$ cat config.mk
export PLATFORM = sky130hd
export DESIGN_NAME = denormaliser_iter
export DESIGN_NICKNAME = d
export VERILOG_FILES = /design/src/rtl/normaliser_pkg.sv /design/src/rtl/shift_step_sticky.sv /design/src/rtl/denormaliser_iter.sv
export SDC_FILE = /design/constraint.sdc
export NUM_CORES = 1
export LEC_CHECK = 0
export ABC_AREA = 1
export BUFFER_PORTS_ARGS = -buffer_cell sky130_fd_sc_hd__buf_4
export CAP_MARGIN = 20
export CORE_ASPECT_RATIO = 0.75
export CORE_MARGIN = 2
export CORE_UTILIZATION = 30
export DETAILED_ROUTE_END_ITERATION = 7
export MAX_ROUTING_LAYER = met4
export PLACE_DENSITY = 0.48
export RECOVER_POWER = 100
export SLEW_MARGIN = 20
export SYNTH_ARGS = -nofsm -noshare
export SYNTH_HDL_FRONTEND = slang
export SYNTH_SLANG_ARGS = --single-unit
$ cat constraint.sdc
create_clock -name clk -period 2.65 [get_ports clk]
set_input_delay 0.1325 -clock clk [delete_from_list [all_inputs] [get_ports clk]]
set_output_delay 0.1325 -clock clk [all_outputs]
set_load 0.1 [all_outputs]
$ cat src/rtl/normaliser_pkg.sv
// rtl/normaliser_pkg.sv - shared types, defaults and helpers for the denormaliser
package normaliser_pkg;

  localparam int unsigned DEF_IN_SIZE = 50;
  localparam int unsigned DEF_STEP    = 8;

  typedef enum logic [1:0] {
    ST_IDLE  = 2'd0,
    ST_SHIFT = 2'd1,
    ST_DONE  = 2'd2
  } state_t;

  // Unsigned minimum, used for shift-distance and position clamping
  function automatic int unsigned min_u(input int unsigned a, input int unsigned b);
    return (a < b) ? a : b;
  endfunction

endpackage

$ cat src/rtl/shift_step_sticky.sv
// rtl/shift_step_sticky.sv - one bounded right-shift step with lost-bits OR
module shift_step_sticky #(
  parameter int unsigned WIDTH = 50,
  parameter int unsigned S_W   = 4
) (
  input  logic [WIDTH-1:0] value,
  input  logic [S_W-1:0]   s,
  output logic [WIDTH-1:0] shifted,
  output logic             lost
);

  logic [WIDTH-1:0] low_mask;

  // Shift right by s with zero fill; lost is the OR of the s bits falling off bit 0
  always_comb begin
    low_mask = ~({WIDTH{1'b1}} << s);
    shifted  = value >> s;
    lost     = |(value & low_mask);
  end

endmodule

$ cat src/rtl/denormaliser_iter.sv
// rtl/denormaliser_iter.sv - iterative right-shift denormaliser with sticky output
module denormaliser_iter
  import normaliser_pkg::*;
#(
  parameter int unsigned IN_SIZE  = DEF_IN_SIZE,
  parameter int unsigned POS_SIZE = $clog2(IN_SIZE),
  parameter int unsigned STEP     = DEF_STEP
) (
  input  logic                clk,
  input  logic                rst,
  input  logic                in_valid,
  output logic                in_ready,
  input  logic [IN_SIZE-1:0]  in_mant,
  input  logic [POS_SIZE-1:0] in_pos,
  input  logic                in_zero,
  output logic                out_valid,
  input  logic                out_ready,
  output logic [IN_SIZE-1:0]  out_mant,
  output logic                out_sticky,
  output logic                busy
);

  localparam int unsigned S_W     = $clog2(STEP + 1);
  localparam int unsigned MAX_POS = IN_SIZE - 1;

  state_t              state_q, state_d;
  logic [IN_SIZE-1:0]  value_q, value_d;
  logic                sticky_q, sticky_d;
  logic [POS_SIZE-1:0] r_q, r_d;
  logic                in_ready_q, in_ready_d;

  logic [S_W-1:0]      step_s;
  logic [IN_SIZE-1:0]  step_value;
  logic                step_lost;
  logic [POS_SIZE-1:0] r_accept;

  // Per-cycle shift distance and the remaining count for a fresh operand (position clamps to MSB)
  always_comb begin
    step_s   = S_W'(min_u(32'(r_q), STEP));
    r_accept = POS_SIZE'(MAX_POS - min_u(32'(in_pos), MAX_POS));
  end

  shift_step_sticky #(
    .WIDTH (IN_SIZE),
    .S_W   (S_W)
  ) u_step (
    .value   (value_q),
    .s       (step_s),
    .shifted (step_value),
    .lost    (step_lost)
  );

  // Next-state and datapath updates; in_ready is registered so it follows the next state
  always_comb begin
    state_d  = state_q;
    value_d  = value_q;
    sticky_d = sticky_q;
    r_d      = r_q;
    case (state_q)
      ST_IDLE: begin
        if (in_ready_q && in_valid) begin
          sticky_d = 1'b0;
          if (in_zero) begin
            value_d = '0;
            r_d     = '0;
            state_d = ST_DONE;
          end else begin
            value_d = in_mant;
            r_d     = r_accept;
            state_d = (r_accept == '0) ? ST_DONE : ST_SHIFT;
          end
        end
      end
      ST_SHIFT: begin
        value_d  = step_value;
        sticky_d = sticky_q | step_lost;
        r_d      = r_q - POS_SIZE'(step_s);
        if (r_d == '0) begin
          state_d = ST_DONE;
        end
      end
      ST_DONE: begin
        if (out_ready) begin
          state_d = ST_IDLE;
        end
      end
      default: begin
        state_d = ST_IDLE;
      end
    endcase
    in_ready_d = (state_d == ST_IDLE);
  end

  // State and datapath registers; reset discards any operation in progress
  always_ff @(posedge clk or posedge rst) begin
    if (rst) begin
      state_q    <= ST_IDLE;
      value_q    <= '0;
      sticky_q   <= 1'b0;
      r_q        <= '0;
      in_ready_q <= 1'b0;
    end else begin
      state_q    <= state_d;
      value_q    <= value_d;
      sticky_q   <= sticky_d;
      r_q        <= r_d;
      in_ready_q <= in_ready_d;
    end
  end

  assign in_ready   = in_ready_q;
  assign out_valid  = (state_q == ST_DONE);
  assign busy       = (state_q != ST_IDLE);
  assign out_mant   = value_q;
  assign out_sticky = sticky_q;

endmodule

Word-level counts from Yosys, hierarchy flattened
Cells that the tools add are included.
{"block": "word_totals", "ff_bits": 60, "inputBits": 61, "out_inout_bits": 54}
{"block": "op_classes", "addsub": 2, "order_cmp": 2, "n_eq_ne": 3, "n_shift": 2, "muxes": 16, "bitwise_logic": 3, "reduce_logical": 9}
{"operator": "$mux 50", "n": 2}
{"operator": "$pmux 50 s2", "n": 1}
{"operator": "$and 50x50->50", "n": 1}
{"operator": "$not 50->50", "n": 1}
{"operator": "$reduce_or 50->1", "n": 1}
{"operator": "$shl 50x4->50 const A", "n": 1}
{"operator": "$shr 50x4->50", "n": 1}
{"operator": "$mux 6", "n": 3}
{"operator": "$logic_not 6->1", "n": 2}
{"operator": "$pmux 6 s2", "n": 1}
{"operator": "$mux 2", "n": 5}
{"operator": "$lt 6x4->1 const B", "n": 1}
{"operator": "$lt 6x6->1 const B", "n": 1}
{"operator": "$pmux 2 s3", "n": 1}
{"operator": "$sub 6x4->6", "n": 1}
{"operator": "$sub 6x6->6 const A", "n": 1}
{"operator": "$logic_not 2->1", "n": 2}
{"operator": "$mux 4", "n": 1}
{"operator": "$reduce_bool 2->1", "n": 2}
{"operator": "$eq 2x1->1 const B", "n": 1}
{"operator": "$eq 2x2->1 const B", "n": 1}
{"operator": "$ne 2x2->1 const B", "n": 1}
{"operator": "$pmux 1 s2", "n": 1}
{"operator": "$reduce_and 2->1", "n": 1}
{"operator": "3 further kinds", "n": 3}

Longest topological paths before layout
{"block": "logic_depth", "word_depth": 9, "mapped_depth": 15, "ltp_nobuf": 15}

By module
Synthesis repeated with hierarchy kept, for this count alone.
{"block": "unflattened", "hier_cells": 908, "area_unflattened_um2": 5504.0}
{"mod": "denormaliser_iter", "instances": 1, "cells_per_inst": 335, "area_each_um2": 2959.1, "seq_area_each_um2": 1501.4}
{"mod": "shift_step_sticky", "instances": 1, "cells_per_inst": 573, "area_each_um2": 2544.9, "seq_area_each_um2": 0.0}

Least setup slack after synthesis
No wires, ideal clock.
{"block": "synth_path", "path_type": "reg-to-reg", "startpoint": "register state_q[0]", "endpoint": "register in_ready_q, in the netlist in_ready", "arrival_time_ps": 2033, "t_required_ps": 2534, "setup_slack_ps": 502, "path_stages_with_launch": 7, "path_buffers": 0, "cell_sequence": "dfrtp_1 -> nor2_1 -> nand2_1 -> nand2_1 -> inv_1 -> nand2_1 -> nor2_1"}
{"block": "synth_via", "elab_chain_len": 3, "elab_cells_between_ends": 8, "cone_classes": "eq/ne: 2; mux: 4; reduce/logical: 2"}
{"element": "start: declaration", "line_no": "denormaliser_iter.sv:26", "source": "state_t state_q, state_d;"}
{"element": "start signal: assignment", "line_no": "denormaliser_iter.sv:103", "source": "state_q <= state_d;"}
{"element": "$eq 2x2->1"}
{"element": "via out_valid", "line_no": "denormaliser_iter.sv:16", "source": "output logic out_valid,"}
{"element": "$pmux 2 s3", "line_no": "denormaliser_iter.sv:59", "source": "case (state_q)"}
{"element": "via state_d[1]", "line_no": "denormaliser_iter.sv:26"}
{"element": "$logic_not 2->1", "line_no": "denormaliser_iter.sv:91", "source": "in_ready_d = (state_d == ST_IDLE);"}
{"element": "via in_ready_d", "line_no": "denormaliser_iter.sv:30", "source": "logic in_ready_q, in_ready_d;"}
{"element": "end signal: assignment", "line_no": "denormaliser_iter.sv:107", "source": "in_ready_q <= in_ready_d;"}
{"element": "end: declaration", "line_no": "denormaliser_iter.sv:30"}
The timed path passes the listed nets, and every way through them passes these cells.
A chain may end at the register's enable or synchronous reset.

Worst setup path in the final report
{"block": "layout_path", "startpoint": "register r_q[3]", "endpoint": "register value_q[2], in the netlist out_mant[2]"}
{"block": "layout_via", "elab_chain_len": 4}
{"element": "start: declaration", "line_no": "denormaliser_iter.sv:29", "source": "logic [POS_SIZE-1:0] r_q, r_d;"}
{"element": "start signal: assignment", "line_no": "denormaliser_iter.sv:106", "source": "r_q <= r_d;"}
{"element": "$lt 6x4->1", "line_no": "normaliser_pkg.sv:15", "source": "return (a < b) ? a : b;"}
{"element": "$mux 4 (*)", "line_no": "normaliser_pkg.sv:15"}
{"element": "$shr 50x4->50 (*)", "line_no": "shift_step_sticky.sv:17", "source": "shifted = value >> s;"}
{"element": "$pmux 50 s2 (*)", "line_no": "denormaliser_iter.sv:59"}
{"element": "end signal: assignment", "line_no": "denormaliser_iter.sv:104", "source": "value_q <= value_d;"}
{"element": "end: declaration", "line_no": "denormaliser_iter.sv:27", "source": "logic [IN_SIZE-1:0] value_q, value_d;"}
Mark *: on every way between the ends. The rest lies on a longest branch, timed or not.

==> reports/metrics.sh <==
RELSLEWSLACK_PCT=-9.15
TIGHTEST_SLEW_NS=1.64
CTS-ROOT-TO-SINK-BUFFERS=2
PLACEABLE_CORE_AREA_UM2=17800
SYNTH.CELLS.MOST_FREQUENT='sky130_fd_sc_hd__nand2_1, sky130_fd_sc_hd__nand3_1, sky130_fd_sc_hd__inv_1'
PATH_CLK_SLEW_NS=0.05
SYNTH-EDFF-COUNT=0
POST_CTS_GATE_RESIZE_COUNT=0
GRT.TOTAL_USAGE_PCT=24.0
WORST-ENDPOINT-ARRIVAL_NS=2.52
WORSTREG2REGEND='out_mant[2]'
FILLER_CELL_COUNT=2073
WL_PER_CELL_UM=17.8
SYNTH_TOP_CELLS_BY_AREA='sky130_fd_sc_hd__dfrtp_1, sky130_fd_sc_hd__nand3_1, sky130_fd_sc_hd__nand2_1'
TRITONCTS='done'
GRT_MAX_DEGREE=61
STATUS='complete, but fails checks'
CTS_ROOT_CELL='sky130_fd_sc_hd__clkbuf_16'
MAX-CAP-VIOLATIONS=1
SYNTHARSTFLOPSHARE_PCT=100
POST_CTS_HOLD_BUFFER_COUNT=0
FINALWEIGHTEDCONGESTION=0.880
STD_CELL_ROWS=42
FINAL_MIN_PERIOD_OVER_CLOCK_PERIOD_PCT=86.7
TIMING.CRITICAL_PATH.MAX_DELAY_FAMILY='buffers and inverters'
ANTENNA_CELLS_INSERTED=0
SYNTH-SEQ-AREA-SHARE_PCT=27.4
FLOORPLAN.DIE_AREA_UM2=19400
NUMBER_OF_CELLS_PRODUCED_BY_SYNTHESIS=919
DRCVIOLATIONCOUNT=0
TIMING.CRITICAL_PATH.DEPTH=9
DIE_Y_UM=121
MULTIINPUTGATEAREA_UM2=3330
SYN2LAYOUT_AREA_GROWTH_PCT=21.3
FMAX_GHz=0.435
YOSYSMOSTFREQUENTCELL='sky130_fd_sc_hd__nand2_1'
CTS_POST_SETUP_BUFFERS_INSERTED=0
SYNTH_WARNINGS=0
GRT_SETUP_UNREPAIRED='false'
INITIAL_UTILIZATION_PCT=30.9
NUMCTSBUFFERS=9
HOLDCRITPATHCLASS='input pin to register'
STARTPOINT_TYPE='register'
DIE_WIDTH_UM=160
FINAL_MAX_SLEW_VIOL_COUNT=61
CLKSINKCOUNT=60
YS_TYPES=33
WORST_PATH_CLASS_SETUP='register to register'
DRT_ITER0_MARKERS=675
REPORT.FINAL.HOLD_VIOL_COUNT=0
CLOCK_TREE.HTREE_LEVEL_COUNT=3
CP.REQUIRED_NS=2.88
DP_HPWL_UM=16100
PORT-BUFFER-COUNT=114
ROUTE.ANTENNA.REMAINING_NETS=0
GLOBAL_ROUTE_WIRE_LENGTH_BEFORE_REPAIR_UM=35200
ROUTE.DETAILED.VIAS_PER_INST=5.31
ANTENNA_FOUND_INITIAL=0
VIOLATED_CHECKS='capacitance limit, slew limit'
FINAL_NETS=1073
SYNTH_FF_TYPE='sky130_fd_sc_hd__dfrtp_1'
DRTPASS1ITERATIONS=6
REG2REGPATHDEPTH=9
TOTAL_NUMBER_OF_VIAS=6665
CRIT_BUF_INV=2
WORST-PATH-MAX-FANOUT=20
SYNTHDOMINANTAREACELLTYPE='sky130_fd_sc_hd__dfrtp_1'
ROUTE.FINAL.WIRE_LENGTH_UM=22400
PIN_COUNT=115
GRT_REMAINING_OVERFLOW=0
MAX_STAGE_DELAY_NS=0.44
GRT_PASS1_VIAS=6194
REGTOREGSETUPSLACK_NS=0.35
FINAL.SETUP.TNS_NS=0
FIN_CRIT_NS=2.30
SYNTH_TOP_AREA_SHARE_PCT=27.4
CRITPATHCAPTURE='out_mant[2]'
TIMING.FINAL.SETUP_VIOLATIONS=0
FIN_WORST_SKEW_NS=0.0100
CP_CELL_SEQUENCE='nor2_8 > nand3_2 > inv_1 > buf_4 > nand3_1 > nand3_1 > nand2_1 > a21oi_1 > nand2_1'
CRIT_SLOWEST_CELL='sky130_fd_sc_hd__dfrtp_1'
DRIVE_ABOVE_1_SHARE_PCT=11.3
MAPPEDNETLISTAREA_UM2=5490
SYNTH_AREA_PER_CELL_UM2=5.97
TIMING.RR.START='r_q[3]'
SYNTH.FF_LATCH_COUNT=60
CRITICAL_PATH.ENDPOINT_TYPE='register'
SETUP.WORST_PATH.START='r_q[3]'
LAYOUT.AREA.SEQ_UM2=1500
CLOCK_NETWORK_LATENCY_TO_THE_LATER_PIN_OF_THE_WORST_SKEW_PAIR_NS=0.35
POSTSYNTHNETCOUNT=982
==> worst min-delay path by stage <==
stage | startpoint | endpoint | slack [ns] | depth (start not counted)
global route | in_mant[48] | out_mant[48] | 0.02 | 3
floorplan | in_mant[48] | out_mant[48] | 0.27 | 2
detailed placement | in_mant[48] | out_mant[48] | 0.37 | 3
global placement | in_mant[48] | out_mant[48] | 0.38 | 3
finish | in_mant[48] | out_mant[48] | 0.01 | 3
CTS | in_mant[48] | out_mant[48] | 0.009 | 3
==> metrics by stage <==
stage          hold slack (ns)  cells  cell area [um^2]  setup WS, ns  util, %
6_report                0.0119   1255              6650         0.353     37.5
5_1_grt                 0.0176   1255              6650         0.219     37.5
4_1_cts                0.00916   1255              6860         0.600     38.6
3_5_place_dp             0.370   1241              6580         0.620     37.1
3_3_place_gp             0.375   1241              6580         0.645     37.1
2_1_floorplan            0.270    919              5490         0.502        -
==> cells by family after synthesis <==
group / count (synthesis) / synth area share [%]
flip-flops: 60 / 27.4
AO/OA/AOI/OAI: 113 / 11.4
adder cells (fa/ha/maj): 2 / 0.456
buffers and inverters: 163 / 12.1
other: 1 / 0.0683
XOR/XNOR: 1 / 0.160
AND/OR/NAND/NOR: 579 / 48.5
==> routing by layer <==
metal  up-vias  GRT usage (%)  routed length, um
met3        29           4.31               1730
li1       3269              -                  -
met1      3080           35.2              11000
met4         0           6.19                324
met2       287           34.0               9290
met5         -              -                  0
==> layout make-up <==
class                      count  area share, %
clock buffer                  12           4.01
clock inverter                 2          0.150
inverter                     106           5.98
multi-input combinational    696           50.0
sequential                    60           22.6
tap                          242           4.55
timing repair buffer         137           12.7
==> layout by cell type (no fill, tap or decap), types with 2 or more instances in the layout <==
cell type                   Yosys  layout
sky130_fd_sc_hd__nor2_2         3       3
sky130_fd_sc_hd__buf_12         0       2
sky130_fd_sc_hd__dfrtp_1       60      60
sky130_fd_sc_hd__a21oi_1       60      60
sky130_fd_sc_hd__nand2_1      257     257
sky130_fd_sc_hd__clkinv_1       3       3
sky130_fd_sc_hd__o21ai_1        7       4
sky130_fd_sc_hd__nand3b_1       7       7
sky130_fd_sc_hd__clkbuf_1      14      54
sky130_fd_sc_hd__ha_1           2       2
sky130_fd_sc_hd__o21ai_0       24      27
sky130_fd_sc_hd__nand4_1       41      41
sky130_fd_sc_hd__o221ai_1       2       2
sky130_fd_sc_hd__nor2_1        30      29
sky130_fd_sc_hd__a22oi_1       15      15
sky130_fd_sc_hd__clkbuf_16      0       9
sky130_fd_sc_hd__clkbuf_2       0       2
sky130_fd_sc_hd__nor2_4         2       3
sky130_fd_sc_hd__inv_1         96      97
sky130_fd_sc_hd__nand3_2        2       2
sky130_fd_sc_hd__clkbuf_8       0       3
sky130_fd_sc_hd__clkinv_2       0       2
sky130_fd_sc_hd__o211ai_1       2       2
sky130_fd_sc_hd__nand3_1      232     232
sky130_fd_sc_hd__inv_2          7       6
sky130_fd_sc_hd__buf_4          3      78
==> worst register-to-register path, cell delays in order (launching register included) <==
cell                      delay (ns)
sky130_fd_sc_hd__dfrtp_1        0.44
sky130_fd_sc_hd__nor2_8         0.19
sky130_fd_sc_hd__nand3_2        0.12
sky130_fd_sc_hd__inv_1          0.44
sky130_fd_sc_hd__buf_4          0.37
sky130_fd_sc_hd__nand3_1        0.12
sky130_fd_sc_hd__nand3_1        0.08
sky130_fd_sc_hd__nand2_1        0.06
sky130_fd_sc_hd__a21oi_1        0.26
sky130_fd_sc_hd__nand2_1        0.09
==> sequential cells by signal (all words and copies together) (netlist names) <==
name        cells
out_mant       50
r_q             6
state_q         2
in_ready        1
out_sticky      1
Power is not shown: default switching activity piles up to over one toggle a cycle in this logic, so the estimate is an artifact.
